`src/rtl/hazard_ctrl.sv`:
```
// Pipeline hazard controller: load-use and register-file write stalls, branch flush,
// a stall watchdog with a sticky error flag, and saturating stall/flush statistics.
module hazard_ctrl #(
  parameter int unsigned MAX_STALL = 8
) (
  input  logic        clk,
  input  logic        rst,
  input  logic [5:0]  id_opcode,
  input  logic [4:0]  id_rs,
  input  logic [4:0]  id_rt,
  input  logic        ex_mem_read,
  input  logic [4:0]  ex_rt,
  input  logic        wb_reg_write,
  input  logic        mem_branch,
  input  logic        mem_zero,
  output logic        pc_write,
  output logic        pc_src,
  output logic        if_id_write,
  output logic        id_ex_bubble,
  output logic        if_id_flush,
  output logic        ex_mem_flush,
  output logic [1:0]  state,
  output logic        stall_err,
  output logic [15:0] stall_cycles,
  output logic [7:0]  flush_events
);

  typedef enum logic [1:0] {RUN = 2'd0, STALL = 2'd1, FLUSH = 2'd2} state_e;

  localparam logic [3:0] WD_LAST = 4'(MAX_STALL - 1);

  state_e      state_q, state_d;
  logic [3:0]  wd_q, wd_d;
  logic        err_q, err_d;
  logic [15:0] stall_cnt_q, stall_cnt_d;
  logic [7:0]  flush_cnt_q, flush_cnt_d;
  logic        flush_inc;

  logic uses_rs, uses_rt, lu_haz, rf_haz, br_taken, haz;

  always_comb begin
    uses_rs = 1'b0;
    uses_rt = 1'b0;
    case (id_opcode)
      6'b000000, 6'b101011, 6'b000100: begin
        uses_rs = 1'b1;
        uses_rt = 1'b1;
      end
      6'b100011: uses_rs = 1'b1;
      default: ;
    endcase
  end

  assign lu_haz   = ex_mem_read && (ex_rt != 5'd0) &&
                    ((uses_rs && (id_rs == ex_rt)) || (uses_rt && (id_rt == ex_rt)));
  // The register file does not forward a same-cycle write to its read ports.
  assign rf_haz   = wb_reg_write && (uses_rs || uses_rt);
  assign br_taken = mem_branch && mem_zero;
  assign haz      = lu_haz || rf_haz;

  always_comb begin
    pc_write     = 1'b0;
    pc_src       = 1'b0;
    if_id_write  = 1'b0;
    id_ex_bubble = 1'b0;
    if_id_flush  = 1'b0;
    ex_mem_flush = 1'b0;
    state_d      = state_q;
    wd_d         = wd_q;
    err_d        = err_q;
    flush_inc    = 1'b0;
    if (rst) begin
      id_ex_bubble = 1'b1;
      state_d      = RUN;
      wd_d         = 4'd0;
      err_d        = 1'b0;
    end else begin
      case (state_q)
        FLUSH: begin
          pc_write     = 1'b1;
          if_id_write  = 1'b1;
          if_id_flush  = 1'b1;
          id_ex_bubble = 1'b1;
          state_d      = RUN;
          wd_d         = 4'd0;
        end
        default: begin
          if (br_taken) begin
            pc_write     = 1'b1;
            pc_src       = 1'b1;
            if_id_write  = 1'b1;
            if_id_flush  = 1'b1;
            id_ex_bubble = 1'b1;
            ex_mem_flush = 1'b1;
            state_d      = FLUSH;
            wd_d         = 4'd0;
            flush_inc    = 1'b1;
          end else if (haz && (wd_q < WD_LAST)) begin
            id_ex_bubble = 1'b1;
            state_d      = STALL;
            wd_d         = wd_q + 4'd1;
          end else begin
            // Watchdog expiry releases the pipeline exactly like a hazard-free cycle.
            pc_write    = 1'b1;
            if_id_write = 1'b1;
            state_d     = RUN;
            wd_d        = 4'd0;
            if (haz) err_d = 1'b1;
          end
        end
      endcase
    end
  end

  always_comb begin
    stall_cnt_d = stall_cnt_q;
    flush_cnt_d = flush_cnt_q;
    if (!pc_write && (stall_cnt_q != 16'hFFFF)) stall_cnt_d = stall_cnt_q + 16'd1;
    if (flush_inc && (flush_cnt_q != 8'hFF))    flush_cnt_d = flush_cnt_q + 8'd1;
  end

  always_ff @(posedge clk) begin
    if (rst) begin
      state_q     <= RUN;
      wd_q        <= 4'd0;
      err_q       <= 1'b0;
      stall_cnt_q <= 16'd0;
      flush_cnt_q <= 8'd0;
    end else begin
      state_q     <= state_d;
      wd_q        <= wd_d;
      err_q       <= err_d;
      stall_cnt_q <= stall_cnt_d;
      flush_cnt_q <= flush_cnt_d;
    end
  end

  assign state        = state_q;
  assign stall_err    = err_q;
  assign stall_cycles = stall_cnt_q;
  assign flush_events = flush_cnt_q;

endmodule
```
`config.mk`:
```
export PLATFORM = sky130hd
export DESIGN_NAME = hazard_ctrl
export DESIGN_NICKNAME = d
export VERILOG_FILES = /design/src/rtl/hazard_ctrl.sv
export SDC_FILE = /design/constraint.sdc
export NUM_CORES = 1
export LEC_CHECK = 0
export CAP_MARGIN = 40
export CORE_MARGIN = 2
export CORE_UTILIZATION = 35
export DETAILED_ROUTE_END_ITERATION = 12
export DONT_BUFFER_PORTS = 1
export PLACE_DENSITY = 0.54
export SLEW_MARGIN = 20
export SYNTH_ARGS = -nofsm -noshare
export SYNTH_HDL_FRONTEND = slang
export SYNTH_SLANG_ARGS = --single-unit
```
`constraint.sdc`:
```
create_clock -name clk -period 3.7 [get_ports clk]
set_input_delay 0.74 -clock clk [delete_from_list [all_inputs] [get_ports clk]]
set_output_delay 0.74 -clock clk [all_outputs]
set_load 0.1 [all_outputs]
```
## After elaboration in Yosys (flattened, before gate mapping)

Index checks and enable logic that the tools add are counted.
Widths: inputs -> output; s select.

- Bits in registers: 31
- Latch bits: 0
- Bits in writable memories: 0
- Bits in read-only memories: 0
- Input bits: 27
- Output and inout port bits: 33
- Memories: 0

- Add/sub/neg operators: 3
- Multiply operators: 0
- Divide/modulo/power cells: 0
- $lt $le $gt $ge: 1
- Eq/ne operators: 8
- Shift-type cells: 0
- Mux-type cells: 17
- Bitwise logic cells: 3
- Reduce and logical (&&, ||, !) cells: 21

Operators with widths:

| cell | number |
|---|---|
| $add 16x1->16 const B | 1 |
| $mux 1 | 16 |
| $ne 16x16->1 const B | 1 |
| $eq 6x6->1 const B | 2 |
| $eq 5x5->1 | 2 |
| $logic_and 1x1->1 | 9 |
| $add 8x1->8 const B | 1 |
| $ne 8x8->1 const B | 1 |
| $reduce_or 4->1 | 2 |
| $eq 6x3->1 const B | 1 |
| $logic_not 6->1 | 1 |
| $reduce_or 3->1 | 2 |
| $reduce_bool 5->1 | 1 |
| $add 4x1->4 const B | 1 |
| $lt 4x3->1 const B | 1 |
| $reduce_and 4->1 | 1 |
| $logic_or 1x1->1 | 3 |
| $not 1->1 | 3 |
| $eq 2x2->1 const B | 1 |
| $mux 2 | 1 |
| $reduce_or 2->1 | 1 |
| $logic_not 1->1 | 1 |

## Depth between registers and ports, before layout

Gate-level depths: netlist of the first run.

- Depth in word-level cells: 14
- Mapped depth: 10
- Depth with buffers taken out: 8

## Least setup slack after synthesis of the first run

No wires, ideal clock.

- Path type: input-to-output
- From: in ex_rt[1]
- To: out pc_write
- Arrival: 4.026 ns
- Data required time: 2.960 ns
- Setup slack: -1.066 ns
- Cell stages on the path: 8
- Cells stage by stage: or4_1 > o211ai_1 > a2bb2oi_1 > o21a_1 > buf_6 > buf_2 > nor2b_1 > buf_4

- Word-level cells in the longest chain between the ends: 10
- Elaborated cells on any way between the ends: 14
- Those cells by class: eq/ne: 2; mux: 4; reduce/logical: 8

Ends and longest elaborated chain:

| item | line | RTL |
|---|---|---|
| start: declaration | 12 | `input logic [4:0] ex_rt,` |
| $eq 5x5->1 | 55 | `((uses_rs && (id_rs == ex_rt)) \|\| (uses_rt && (id_rt == ex_rt)));` |
| $logic_and 1x1->1 | 55 |  |
| $logic_or 1x1->1 | 55 |  |
| $logic_and 1x1->1 * | 54 | `assign lu_haz = ex_mem_read && (ex_rt != 5'd0) &&` |
| $logic_or 1x1->1 * | 59 | `assign haz = lu_haz \|\| rf_haz;` |
| $logic_and 1x1->1 * | 98 | `end else if (haz && (wd_q < WD_LAST)) begin` |
| $mux 1 * (4 in series) | n/a |  |
| end: declaration | 16 | `output logic pc_write,` |

Mark *: on every way between the ends. The rest lies on a longest branch, timed or not.

## Final worst setup path of the first run

- From: in ex_rt[1]
- To: out pc_write

- Word-level cells in the longest chain between the ends: 10
- Elaborated cells on any way between the ends: 14
- Those cells by class: eq/ne: 2; mux: 4; reduce/logical: 8

Ends and longest elaborated chain:

| item | line | RTL |
|---|---|---|
| $eq 5x5->1 | 55 |  |
| $logic_and 1x1->1 | 55 |  |
| $logic_or 1x1->1 | 55 |  |
| $logic_and 1x1->1 * | 54 |  |
| $logic_or 1x1->1 * | 59 |  |
| $logic_and 1x1->1 * | 98 |  |
| $mux 1 * | 98 |  |
| $mux 1 * | 88 | `if (br_taken) begin` |
| $mux 1 * | 78 | `case (state_q)` |
| $mux 1 * | 72 | `if (rst) begin` |

Marks and branches as above.

==> impl_results.md, run 1 <==
* Outcome: completed
* Top post-synthesis cells by area: dfxtp_1 36%, xnor2_1 6.0%, a21oi_1 4.9%
* Final Skew at 7.10 ps
* Ys Warns at 0
* Max Fanout on Critical Path at 3
* Slew Limit Fails at 0
* Max VDD drop at 0.199 mV
* Final setup violation count at 0
* Achievable Freq at approximately 320 MHz
* Critical path class: input pin to primary output
* Full die area at 5550 µm²
* Synth Instances at 204
* Total Wirelength at between 4000 and 5000 µm
* GRT Util Overall at 15.7%
* Vias in the first global route at about 1500
* Final period util at 83.2%
* Total number of vias at 1628
* Unrepaired setup endpoints after global routing: false
* Post-Route Utilization at 47.5%
* Worst Hold Class: register to register
* DR pass1 iterations at 4
* Sequential fraction of the synthesis area at 35.7%
* Synth cell count leaders: 31 x dfxtp_1, 17 x a21oi_1, 15 x nor2_1, 12 x xnor2_1, 11 x nand2_1
* Worst slew margin at 63.4%
* Initial antenna violation count at 0
* Synthesized area at 1740 µm²
* Drt via density at 5.36
* Reg2reg path depth at 8
* Filler instances at 489
* Clock-pin slew on the worst setup and hold paths at 70 ps
* Synth unique cells at 41
* Remaining Overflow, GRT at 0
* Mean post-synth cell area at 8.53 µm²
* Top-count cell post-synth: dfxtp_1
* EDFF count, synth at 0
* Die Span X at 74.5 µm
* Critical Path AT at around 2300 ps
* Slew of the pin with the lowest slew margin at 545 ps
* Largest net degree at the start of global routing at 35
* Synth-to-Final Area Change at 29.9%
* WP depth at 6
* Total CTS buffers at 5
* PD cells at around 340 nW/µm²
* Register area at 621 µm²
* M1 WL at 1790 µm
* Starting Density at 36.6%
* Final #Nets at 266
* Synth async-reset ratio at 0%
* Die height at 74.5 µm
* Total area of multi-input combinational cells at 1040 µm²
* Post-DP HPWL at around 3000 µm
* Site row count at 25
* # diodes at 0
* Worst skew pair latency at 280 ps
* CP cell instances: or4_1 -> o211ai_1 -> a2bb2oi_1 -> o21a_1 -> nor2b_4 -> buf_12
* Leading area contributor after synthesis: dfxtp_1
* Root buf cell: clkbuf_8
* CP endpoint kind: primary output
* Post-synth top area share at 35.7%
* Total setup buffers inserted after CTS at 0
* P_leak at just over 0.8 nW
* Top_reg_cell synth: dfxtp_1
* Clk buf depth at 2
* Final Worst Setup Slack at 622 ps
* Post-Syn Nets at 234
* Routability Congestion at ~0.7
* Clock sink count at 31
* Wire length on met2 at 1960 µm
* CTS tree: built
* Antenna-violating nets left at 0
* Period minus WS final at 3080 ps
* Max incr delay on CP at 530 ps
* Routed WL per cell at 13.4 µm
* Post-cts gate resize count at 0
* Final routed DRC violation total at 0
* Seq cells post-synth at 31
* Post-CTS Hold Fix Bufs at 0
* Critical path's top delay family: simple AND/OR/NAND/NOR gates
* Routed wl met3 at 270 µm
* I/O Buffers at 0
* Top routing layer used: met4
* Initial DRC count at 92
* First-pass GRT wire length at 6670 µm
* I/O pin count at 60
* Startpoint Class: input pin
* Place WS at 616 ps
* Worst EP required at 2960 ps
* Hold path depth at 1
* Final hold violation count at 0
* Clock H-tree levels at 2
* Core ar. at 4750 µm²
* Slowest CP cell: or4_1
* Fraction of layout cells with a size suffix above 1 at 23.2%
* CP Buf/Inv Count at 1
* Max cap viols at 0
## final cells by class
class / count / share of cell area, %
inverters: 10 / 1.66
clock inverters: 2 / 1.55
repair buffers: 35 / 15.7
flip-flops and latches: 31 / 27.5
well taps: 67 / 3.71
clock buffers: 6 / 3.66
multi-input cells: 153 / 46.2
## power by group
part | internal [mW] | switching [mW]
clock | 0.218 | 0.130
combinational | 0.0284 | 0.0559
sequential | 0.335 | 0.000718
total | 0.581 | 0.187
## metrics by stage
step / cells / area, µm² / TNS, ps / total power, mW / hold WS [ps]
after floorplan: 204 / 1750 / -130 / 0.415 / 418
after global placement: 293 / 2070 / 0 / 0.428 / 436
after detailed placement: 296 / 2140 / 0 / 0.429 / 437
after CTS: 304 / 2260 / 0 / 0.782 / 454
after global routing: 304 / 2260 / 0 / 0.802 / 481
final: 304 / 2260 / 0 / 0.768 / 453
## metal layers
metal,up-vias,GRT usage (%)
met4,0,5.95
met1,751,18.9
met5,-,0
li1,819,-
met2,53,26.0
met3,5,5.15
## flip-flops by register name, indices dropped and copies added (netlist names)
signal        cells
state             2
stall_err         1
flush_events      8
wd_q              4
stall_cycles     16
## worst register-to-register path: cells and delay by family, from the launching register on
kind            cells  cell delay, ps
compound gates      2             400
fa+ha+maj           1             220
buf+inv             1             220
flops               1             330
mux                 1             370
simple gates        3             930
## cell families after synthesis
logic type	count (synthesis)	synth area share, %
XOR/XNOR	17	8.56
multiplexers	4	2.45
buffers and inverters	20	5.83
adder cells (fa/ha/maj)	3	2.16
AO/OA/AOI/OAI	45	17.0
flip-flops	31	35.7
AND/OR/NAND/NOR	84	28.3
## path summary, 6_finish.rpt
| kind | slack, ps | to | startpoint |
|---|---|---|---|
| hold / removal | 450 | wd_q[0] | wd_q[0] |
| setup / recovery | 620 | pc_write | ex_rt[1] |
| hold reg to reg | 450 | wd_q[0] | wd_q[0] |
| setup reg to reg | 1120 | stall_cycles[6] | wd_q[0] |
## cell usage in the layout, fill, tap and decap left out, types with 2 or more instances in the layout
master      n
inv_1      10
dfxtp_1    31
nand2_1    11
o21a_1      2
mux2_2      2
nand4_1     7
o31ai_1     6
mux2i_1     2
o21ai_0     6
or4_1       8
o41ai_1     4
o211ai_1    2
nand3_1     7
nor2_1     14
a21oi_1    17
nor4_1      4
xnor2_1    12
buf_4      29
and3_1      4
and4_1      2
o31a_1      2
buf_16      3
nor2b_1     6
ha_1        3
buf_12      2
xor2_1      5
o2111ai_1   3
or2_2       2
or3_1       4
nand3b_1    2
clkbuf_8    6
nor3_1      4
No activity file was read; power rests on OpenSTA's default activity.
==> run 2: changes to the inputs <==
- ABC_AREA: default -> 1
- clock period: 3.7 -> 2.92 ns (I/O delays scaled with it)
==> run 2 against run 1 <==
Power is 40% higher. Sequential share of layout area is 1.4 points lower. Cell count is 23% higher. Hold slack worse by 95 ps. Final area is 5.7% higher. Via count is 9.1% higher. Utilization is 3.6 points lower. Combinational power is 73% higher. Count of clock-buffer cells in the layout stayed put. Clock power is 44% higher. Global-route usage is 1.2 points lower. Critical path depth is 7 higher. Largest cell class unchanged. Largest power group unchanged.
==> impl_results.md, run 2 <==
* Slew of the pin with the lowest slew margin at 544 ps
* Place WS at roughly 510 ps
* Fraction of layout cells with a size suffix above 1 at 24.4%
* Post-synth top area share at 32.1%
* Sequential fraction of the synthesis area at 32.1%
* Final routed DRC violation total at 0
* Vias in the first global route at 1684
* Synthesized area at 1940 µm²
* Final Worst Setup Slack at 515 ps
* Routability Congestion at a little over 0.8
* Max reg flops at 16
* Critical R2R Capture: stall_cycles[6]
* Synth-to-Final Area Change at 23.3%
* CTS tree: built
* Max Fanout on Critical Path at 19
* Core ar. at 5440 µm²
* Die height at between 70 and 80 µm
* CP endpoint kind: primary output
* Reg2reg path depth at 7
* Top post-synthesis cells by area: dfxtp_1 32%, nand2_1 11%, nor2_1 7.8%
* Ys Warns at 0
* Mean post-synth cell area at slightly above 7 µm²
* Commonest non-fill, non-tap cell in the layout: nand2_1
* Final Cell Area at 2390 µm²
* Total Wirelength at roughly 4200 µm
* Top routing layer used: met4
* M1 WL at slightly below 2000 µm
* Post-Syn Nets at 300
* Worst Hold Class: input pin to register
* Critical Path AT at ~1800 ps
* Unrepaired setup endpoints after global routing: false
* Top_reg_cell synth: dfxtp_1
* Initial antenna violation count at 0
* Seq cells post-synth at 31
* PD cells at 452 nW/µm²
* Critical path origin: ex_rt[3]
* # diodes at 0
* Max VDD drop at 0.266 mV
* Remaining Overflow, GRT at 0
* Final Skew at a little over 6 ps
* DR pass1 iterations at 4
* Placed cell areas at 2250 µm²
* Die Span X at 78.4 µm
* Final hold violation count at 0
* Clock-pin slew on the worst setup and hold paths at 70 ps
* Slew Limit Fails at 0
* Post-cts gate resize count at 0
* Total setup buffers inserted after CTS at 0
* Setup TNS at 0 ps
* Max cap viols at 0
* Largest net degree at the start of global routing at 22
* Outcome: completed
* Full die area at 6140 µm²
* Filler instances at 571
* Clk buf depth at 2
* Root buf cell: clkbuf_8
* Final period util at a little over 80%
* Post-Route Utilization at 43.9%
* EDFF count, synth at 0
* GRT Util Overall at 14.5%
* Worst slew margin at between 60% and 70%
* Total Power Consumption at 1.08 mW
* Starting Density at 35.6%
* First-pass GRT wire length at 7290 µm
* Finished Layout Cells at 375
* Worst EP required at 2340 ps
* Post-DP HPWL at 3210 µm
* Routed wl met3 at 237 µm
* Initial DRC count at 84
* Hold WS at 358 ps
* Leading area contributor after synthesis: dfxtp_1
* FF-to-FF setup slack at 980 ps
* Post-CTS Hold Fix Bufs at 0
* Site row count at 27
* Critical path class: input pin to primary output
* Antenna-violating nets left at 0
* Period minus WS final at 2400 ps
* Total CTS buffers at 5
* Top-count cell post-synth: nand2_1
* Achievable Freq at 416 MHz
* Clock sink count at 31
* Worst skew pair latency at 280 ps
* Synth unique cells at 32
* P_leak at 0.934 nW
* RR Startpoint: stall_cycles[0]
* I/O Buffers at 0
* Final #Nets at 332
* Hold path depth at 1
* Synth async-reset ratio at 0%
* Wire length on met2 at about 2000 µm
* Synth cell count leaders: 57 x nand2_1, 40 x nor2_1, 31 x dfxtp_1, 26 x nand3_1, 23 x inv_1
* Final setup violation count at 0
* Total number of vias at 1776
* Termination of the worst setup path: if_id_write
* Routed WL per cell at 11.2 µm
* Leading cell types in the layout, fill and taps excluded: 57 x nand2_1, 39 x nor2_1, 30 x buf_4
* Drt via density at 4.74
* I/O pin count at 60
* Post-placement cell count at 367
* Clock H-tree levels at 2
* Synth Instances at 270
* Startpoint Class: input pin
-- run 2: how the worst min path moves through the flow --
stage | to | slack (ps) | from
after global routing | stall_cycles[5] | 350 | rst
after floorplan | wd_q[0] | 420 | wd_q[0]
after global placement | wd_q[0] | 430 | wd_q[0]
after detailed placement | wd_q[0] | 440 | wd_q[0]
final | stall_cycles[0] | 360 | rst
after CTS | stall_cycles[0] | 350 | rst
-- run 2: final cells by class --
type	instances	area (µm²)	area share, %
Clock buffer	6	72.6	3.04
Clock inverter	2	60.1	2.52
Inverter	26	101	4.25
Multi-Input combinational cell	206	1170	48.9
Sequential cell	31	623	26.1
Tap cell	72	90.1	3.78
Timing Repair Buffer	32	273	11.4
-- run 2: critical path: stages --
cell and delay, ps:
inv_1 60, nand2_1 50, nand2_1 50, nand2_1 50, nor2_1 100, nand3_1 80
nand2_1 70, nand2_1 50, nand2_2 90, nand3_4 100, nand2_8 170, clkinvlp_4 130
buf_12 210
-- run 2: cell families (layout without fill, tap and decap cells) --
group	after synthesis	after routing	synth area share, %
AOI/OAI and AO/OA	30	30	9.76
xor gates and xnor gates	21	21	9.50
adders and majority gates	3	3	1.94
buffers and inverters	33	66	8.08
DFF	31	31	32.1
and+or+nand+nor	152	152	38.7
-- run 2: where the power goes --
| part | switching, mW | internal [mW] |
|---|---|---|
| sequential | 0.00250 | 0.427 |
| clock | 0.161 | 0.341 |
| combinational | 0.110 | 0.0360 |
| total | 0.274 | 0.804 |
-- run 2: per-layer routing --
layer,global-route usage [%],vias up
li1,-,942
met5,0,-
met2,24.3,37
met4,3.86,0
met3,5.06,4
met1,17.7,793
